[src/rtl/fb_pipereg.sv]
// Pipeline stage register: valid/ready payload stage with flush, optional 2-entry skid and stall counter.
// Latency: 1 cycle from in_fire to out_valid. Backpressure: SKID=1 gives a registered in_ready, SKID=0 a combinational one.
module fb_pipereg #(
    parameter int DW    = 96,
    parameter int SKID  = 1,
    parameter int CNT_W = 16
) (
    input  logic             clk,
    input  logic             rst,
    input  logic             flush,
    input  logic             in_valid,
    output logic             in_ready,
    input  logic [DW-1:0]    in_data,
    output logic             out_valid,
    input  logic             out_ready,
    output logic [DW-1:0]    out_data,
    output logic [CNT_W-1:0] stall_cnt
);

    typedef enum logic [1:0] {
        ST_EMPTY = 2'd0,
        ST_FULL  = 2'd1,
        ST_SKID  = 2'd2
    } state_t;

    state_t          state_q;
    state_t          state_d;
    logic [DW-1:0]   main_q;
    logic [DW-1:0]   skid_q;
    logic            in_ready_q;
    logic            in_fire;
    logic            out_fire;
    logic            load_in;
    logic            load_skid;
    logic            load_from_skid;

    assign out_valid = (state_q != ST_EMPTY);
    assign out_data  = main_q;
    // The skid variant only ever looks at the flop, keeping the upstream ready path register-timed.
    assign in_ready  = (SKID != 0) ? in_ready_q : (!out_valid || out_ready);
    assign in_fire   = in_valid && in_ready;
    assign out_fire  = out_valid && out_ready;

    always_comb begin
        state_d        = state_q;
        load_in        = 1'b0;
        load_skid      = 1'b0;
        load_from_skid = 1'b0;
        unique case (state_q)
            ST_EMPTY: begin
                if (in_fire) begin
                    state_d = ST_FULL;
                    load_in = 1'b1;
                end
            end
            ST_FULL: begin
                if (in_fire && out_fire) begin
                    load_in = 1'b1;
                end else if (in_fire) begin
                    if (SKID != 0) begin
                        state_d   = ST_SKID;
                        load_skid = 1'b1;
                    end else begin
                        load_in = 1'b1;
                    end
                end else if (out_fire) begin
                    state_d = ST_EMPTY;
                end
            end
            ST_SKID: begin
                if (out_fire) begin
                    state_d        = ST_FULL;
                    load_from_skid = 1'b1;
                end
            end
            default: state_d = ST_EMPTY;
        endcase
    end

    always_ff @(posedge clk) begin
        if (rst) begin
            state_q    <= ST_EMPTY;
            main_q     <= '0;
            skid_q     <= '0;
            in_ready_q <= 1'b1;
            stall_cnt  <= '0;
        end else if (flush) begin
            // Bubble insertion: held entries and any same-cycle input are dropped, the counter survives.
            state_q    <= ST_EMPTY;
            main_q     <= '0;
            skid_q     <= '0;
            in_ready_q <= 1'b1;
        end else begin
            state_q    <= state_d;
            in_ready_q <= (state_d != ST_SKID);
            if (load_in) begin
                main_q <= in_data;
            end else if (load_from_skid) begin
                main_q <= skid_q;
            end
            if (load_skid) begin
                skid_q <= in_data;
            end
            if (out_valid && !out_ready && (stall_cnt != {CNT_W{1'b1}})) begin
                stall_cnt <= stall_cnt + CNT_W'(1);
            end
        end
    end

endmodule

[config.mk]
export PLATFORM = sky130hd
export DESIGN_NAME = fb_pipereg
export DESIGN_NICKNAME = d
export VERILOG_FILES = /design/src/rtl/fb_pipereg.sv
export SDC_FILE = /design/constraint.sdc
export NUM_CORES = 1
export LEC_CHECK = 0
export CORE_UTILIZATION = 53
export DETAILED_ROUTE_END_ITERATION = 7
export HOLD_SLACK_MARGIN = 0.06
export PLACE_DENSITY = 0.83
export SLEW_MARGIN = 15
export SYNTH_ARGS = -nofsm -noshare
export SYNTH_HDL_FRONTEND = slang
export SYNTH_SLANG_ARGS = --single-unit
export TNS_END_PERCENT = 10
[constraint.sdc]
create_clock -name clk -period 5.7 [get_ports clk]
set_input_delay 1.14 -clock clk [delete_from_list [all_inputs] [get_ports clk]]
set_output_delay 1.14 -clock clk [all_outputs]
set_load 0.02 [all_outputs]
* Word level (Yosys, flattened, before mapping)
Cells that the tools add are included.
Storage, ports and cells: flip-flop bits (word level) 211, input bits 101, logic and storage cells 37
Cells by class: add/subtract/negate cells 1, equal/unequal tests 4, mux-type cells 15, bitwise gates (word level) 1, reduce and logical (&&, ||, !) cells 11
Operators with widths (count):
- $mux 96 | 2
- $add 16x1->16 const B | 1
- $ne 16x16->1 const B | 1
- $mux 2 | 5
- $mux 1 | 6
- $pmux 2 s3 | 1
- $logic_and 1x1->1 | 5
- $reduce_bool 2->1 | 2
- $eq 2x1->1 const B | 1
- $eq 2x2->1 const B | 1
- $logic_not 2->1 | 1
- $ne 2x2->1 const B | 1
- $pmux 1 s2 | 1
- $reduce_and 2->1 | 1
- $reduce_or 2->1 | 1
- $logic_not 1->1 | 1
- $not 1->1 | 1

* Logic depth before layout (Yosys ltp)
word-level depth 7, mapped depth 8

* Worst setup path before layout
Ideal clock, no wire load.
path type input-to-reg, start point input out_ready, end point register stall_cnt[9], setup time 123 ps, arrival time 2199 ps, path slack 3378 ps, stages 4, buffers on the path 0, path through nor2_1 -> nand3_1 -> a2111oi_4 -> mux2_1
Between the ends: cells in the longest elaborated chain, start to end 4
Ends and longest elaborated chain:
- start, declared | RTL line 15 | input logic out_ready,
- $logic_not 1->1 | RTL line 104 | if (out_valid && !out_ready && (stall_cnt != {CNT_W{1'b1}})) begin
- $logic_and 1x1->1 (2 in a row) | RTL line 104
- $reduce_and 2->1 (no line)
- end signal, assigned | RTL line 105 | stall_cnt <= stall_cnt + CNT_W'(1);
- end, declared | RTL line 17 | output logic [CNT_W-1:0] stall_cnt
No other way between the ends. A chain may end at the register's enable or synchronous reset.

* Worst setup path after layout
start point input out_ready, end point register skid_q[42]
Between the ends: cells in the longest elaborated chain, start to end 4
Ends and longest elaborated chain:
- $logic_and 1x1->1 | RTL line 42 | assign out_fire = out_valid && out_ready;
- $logic_and 1x1->1 | RTL line 57 | if (in_fire && out_fire) begin
- $mux 1 | RTL line 57
- $mux 1 | RTL line 49 | unique case (state_q)
- end signal, assigned | RTL line 102 | skid_q <= in_data;
- end, declared | RTL line 29 | logic [DW-1:0] skid_q;
No other way between the ends.

==> flow_summary.yaml <==
setup_path:
  setup.worst_path.class: "input port to register"
  rr_endpoint: "skid_q[42]$_SDFFE_PP0P_"
  rrSetupSlack_ns: 3.35
  reg2reg_from: "in_ready$_SDFF_PP1_"
  start_kind: "input port"
  end_kind: "register"
  path_max_fanout: 41
  required_ns: 6.11
  reg2reg_depth: 5
  arrival_ns: 3.57
  crit_path_start: "out_ready"
cts:
  root_buffer: "clkbuf_16"
  cts_hold_buf: 0
  cts_resized: 0
  h-tree-depth: 1
  cts_sinks: 211
  insertion_delay_ns: 0.49
  cts_tree: "yes"
  path_clk_slew_ns: 0.06
  clockBufferDepth: 3
  postCtsSetupRepairBufs: 0
  numCtsBuffers: 22
final_layout:
  drive_above_1_share: 0.04647
  fill_cells: 1256
  multi_input_area_um2: 3739
  layout_commonest_cell: "nand2_1"
  instances_no_fill: 1459
  antenna_cells: 0
  nets: 1337
  final_cell_mix: "nand2_1 (389), clkdlybuf4s50_1 (214), dfxtp_1 (211), a21oi_1 (101), a31oi_1 (100)"
  seqCellArea_um2: 4224
  stdcell_area_um2: 11130
  area_growth_pct: 33.25
synth:
  yosysTopAreaCell: "dfxtp_1"
  yosysSeqAreaShare: 0.5058
  yosysWarnings: 0
  ys_ff_latch: 211
  synth.avg_cell_area_um2: 7.753
  postSynth.asyncResetShare: 0
  synth.distinct_cells: 45
  synth_cells: 1077
  syn_area_um2: 8351
  synthFlopType: "dfxtp_1"
  synth.area.top_cells: "dfxtp_1 (51%), nand2_1 (18%), a31oi_1 (7.5%), a21oi_1 (6.1%), o21ai_0 (5.0%)"
  synth_top_area_share: 0.5058
  synth_fp_nets: 1179
  synth-edff-count: 0
floorplan:
  dieArea_um2: 16260
  rows: 45
  initial_core_util: 0.5453
  die_h_um: 127.5
  io_pins: 215
  die_x_um: 127.5
  core_area_um2: 15310
grt:
  use_met3: 0.05360
  grt-ovfl-total: 0
  use_met2: 0.4394
  grt_pass1_vias: 7376
  grt_pass1_wl_um: 36290
  grt_use_met1: 0.3692
  antenna_found_initial: 0
  grt_max_degree: 107
  track_usage: 0.2708
  grt.busiest_layer: "met2"
sta:
  max_freq_mhz: 316.0
  fin_crit_ns: 3.164
  rsz0062_at_grt: "no"
  slew_viol_final: 0
  hold_viol: 0
  relSlewSlack: 0.2341
  clock_skew_ns: 0.01671
  tns_ns: 0
  worstMarginPinSlew_ns: 1.149
  setup_viol: 0
  period_share: 0.5551
placement:
  io_buffers: 214
  place_congestion: 0.8268
  dp.cells: 1422
  dp_hpwl_um: 13440
  dpl_cell_area_um2: 10460
route:
  routed-via-count: 8062
  wl_um: 22460
  first_pass_iters: 5
  drtIter0Drc: 790
  viasPerCell: 5.526
  ant_nets: 0
  routedWlPerCell_um: 15.39
  drc: 0
pwr:
  power_uw: 3240
  powerDensity_nw_per_um2: 291.2
  max-vdd-ir-drop_v: 0.0001769
  p_leak_uw: 0.003680
flow_run:
  maxCapViolCount: 0
worst_hold_path:
  min_path_type: "register to register"
  hold_end: "skid_q[77]$_SDFFE_PP0P_"
  holdPathStages: 2
  hp-start: "skid_q[77]$_SDFFE_PP0P_"
status:
  run_status: "finished clean"
[state kept, by name (all words and copies together) (netlist names)]
signal	cells
state_q	2
in_ready	1
out_data	96
skid_q	96
stall_cnt	16
[cells in the mapped netlist (2+ instances only)]
master / instances
nand2_1: 391
dfxtp_1: 211
a21oi_1: 101
a31oi_1: 100
o21ai_0: 83
clkbuf_1: 41
buf_2: 38
o21ai_1: 15
nor2_1: 10
nand3_1: 9
nor2b_1: 7
buf_1: 5
nor3_1: 5
a211oi_1: 4
and4_1: 4
buf_4: 4
inv_1: 4
mux2_2: 4
nand2b_1: 4
a311oi_1: 3
and3_1: 3
mux2_1: 3
buf_6: 2
mux2i_1: 2
nor2_2: 2
nor3_2: 2
or2_2: 2
[area by class of cell]
class / count / area share
Sequential cell: 211 / 0.3796
Inverter: 5 / 0.001687
Clock inverter: 5 / 0.002249
Timing Repair Buffer: 224 / 0.1993
Tap cell: 211 / 0.02373
Multi-Input combinational cell: 771 / 0.3360
Clock buffer: 32 / 0.05746
[stage by stage]
stage          hold slack (ns)  utilization  worst slack (ns)
4_1_cts                 0.4546       0.7266             2.557
3_3_place_gp            0.4416       0.6832             2.180
6_report                0.4542       0.7266             2.536
5_1_grt                 0.4681       0.7266             2.359
2_1_floorplan           0.4366            -             3.378
3_5_place_dp            0.4465       0.6832             2.097
[worst max-delay path, stage by stage]
cell	delay (ns)
clkdlybuf4s50_1	0.53
nand2b_1	0.29
nor3_4	0.76
buf_4	0.56
nand2_1	0.12
a21oi_1	0.16
[power breakdown]
part | leakage [uW] | total, uW | internal [uW] | switching (uW)
combinational | 0.00164 | 375 | 160 | 215
sequential | 0.00171 | 1540 | 1510 | 22.6
clock | 0.000332 | 1330 | 773 | 555
[routing by layer]
layer | wire (um) | share of wire | vias to the layer above
met5 | 0 | 0 | -
met4 | 384 | 0.017 | 0
met3 | 1893 | 0.084 | 29
met2 | 10340 | 0.46 | 318
met1 | 9834 | 0.44 | 3740
li1 | - | - | 3975
[cell families (layout without fill, tap and decap cells)]
family	Yosys count	in the layout	share of synthesized area
muxes	9	9	0.01184
DFF	211	211	0.5058
AOI/OAI and AO/OA	312	312	0.2104
and+or+nand+nor	449	449	0.2185
buffers and inverters	95	266	0.05199
adders and majority gates	1	1	0.001498
[worst max path at each step]
stage | endpoint | slack [ns]
3_3_place_gp | skid_q[59]$_SDFFE_PP0P_ | 2.18
3_5_place_dp | skid_q[52]$_SDFFE_PP0P_ | 2.10
4_1_cts | skid_q[42]$_SDFFE_PP0P_ | 2.56
5_1_grt | skid_q[42]$_SDFFE_PP0P_ | 2.36
6_report | skid_q[42]$_SDFFE_PP0P_ | 2.54
2_1_floorplan | stall_cnt[9]$_SDFFE_PP0P_ | 3.38
Power figures use the tool's default switching activity.
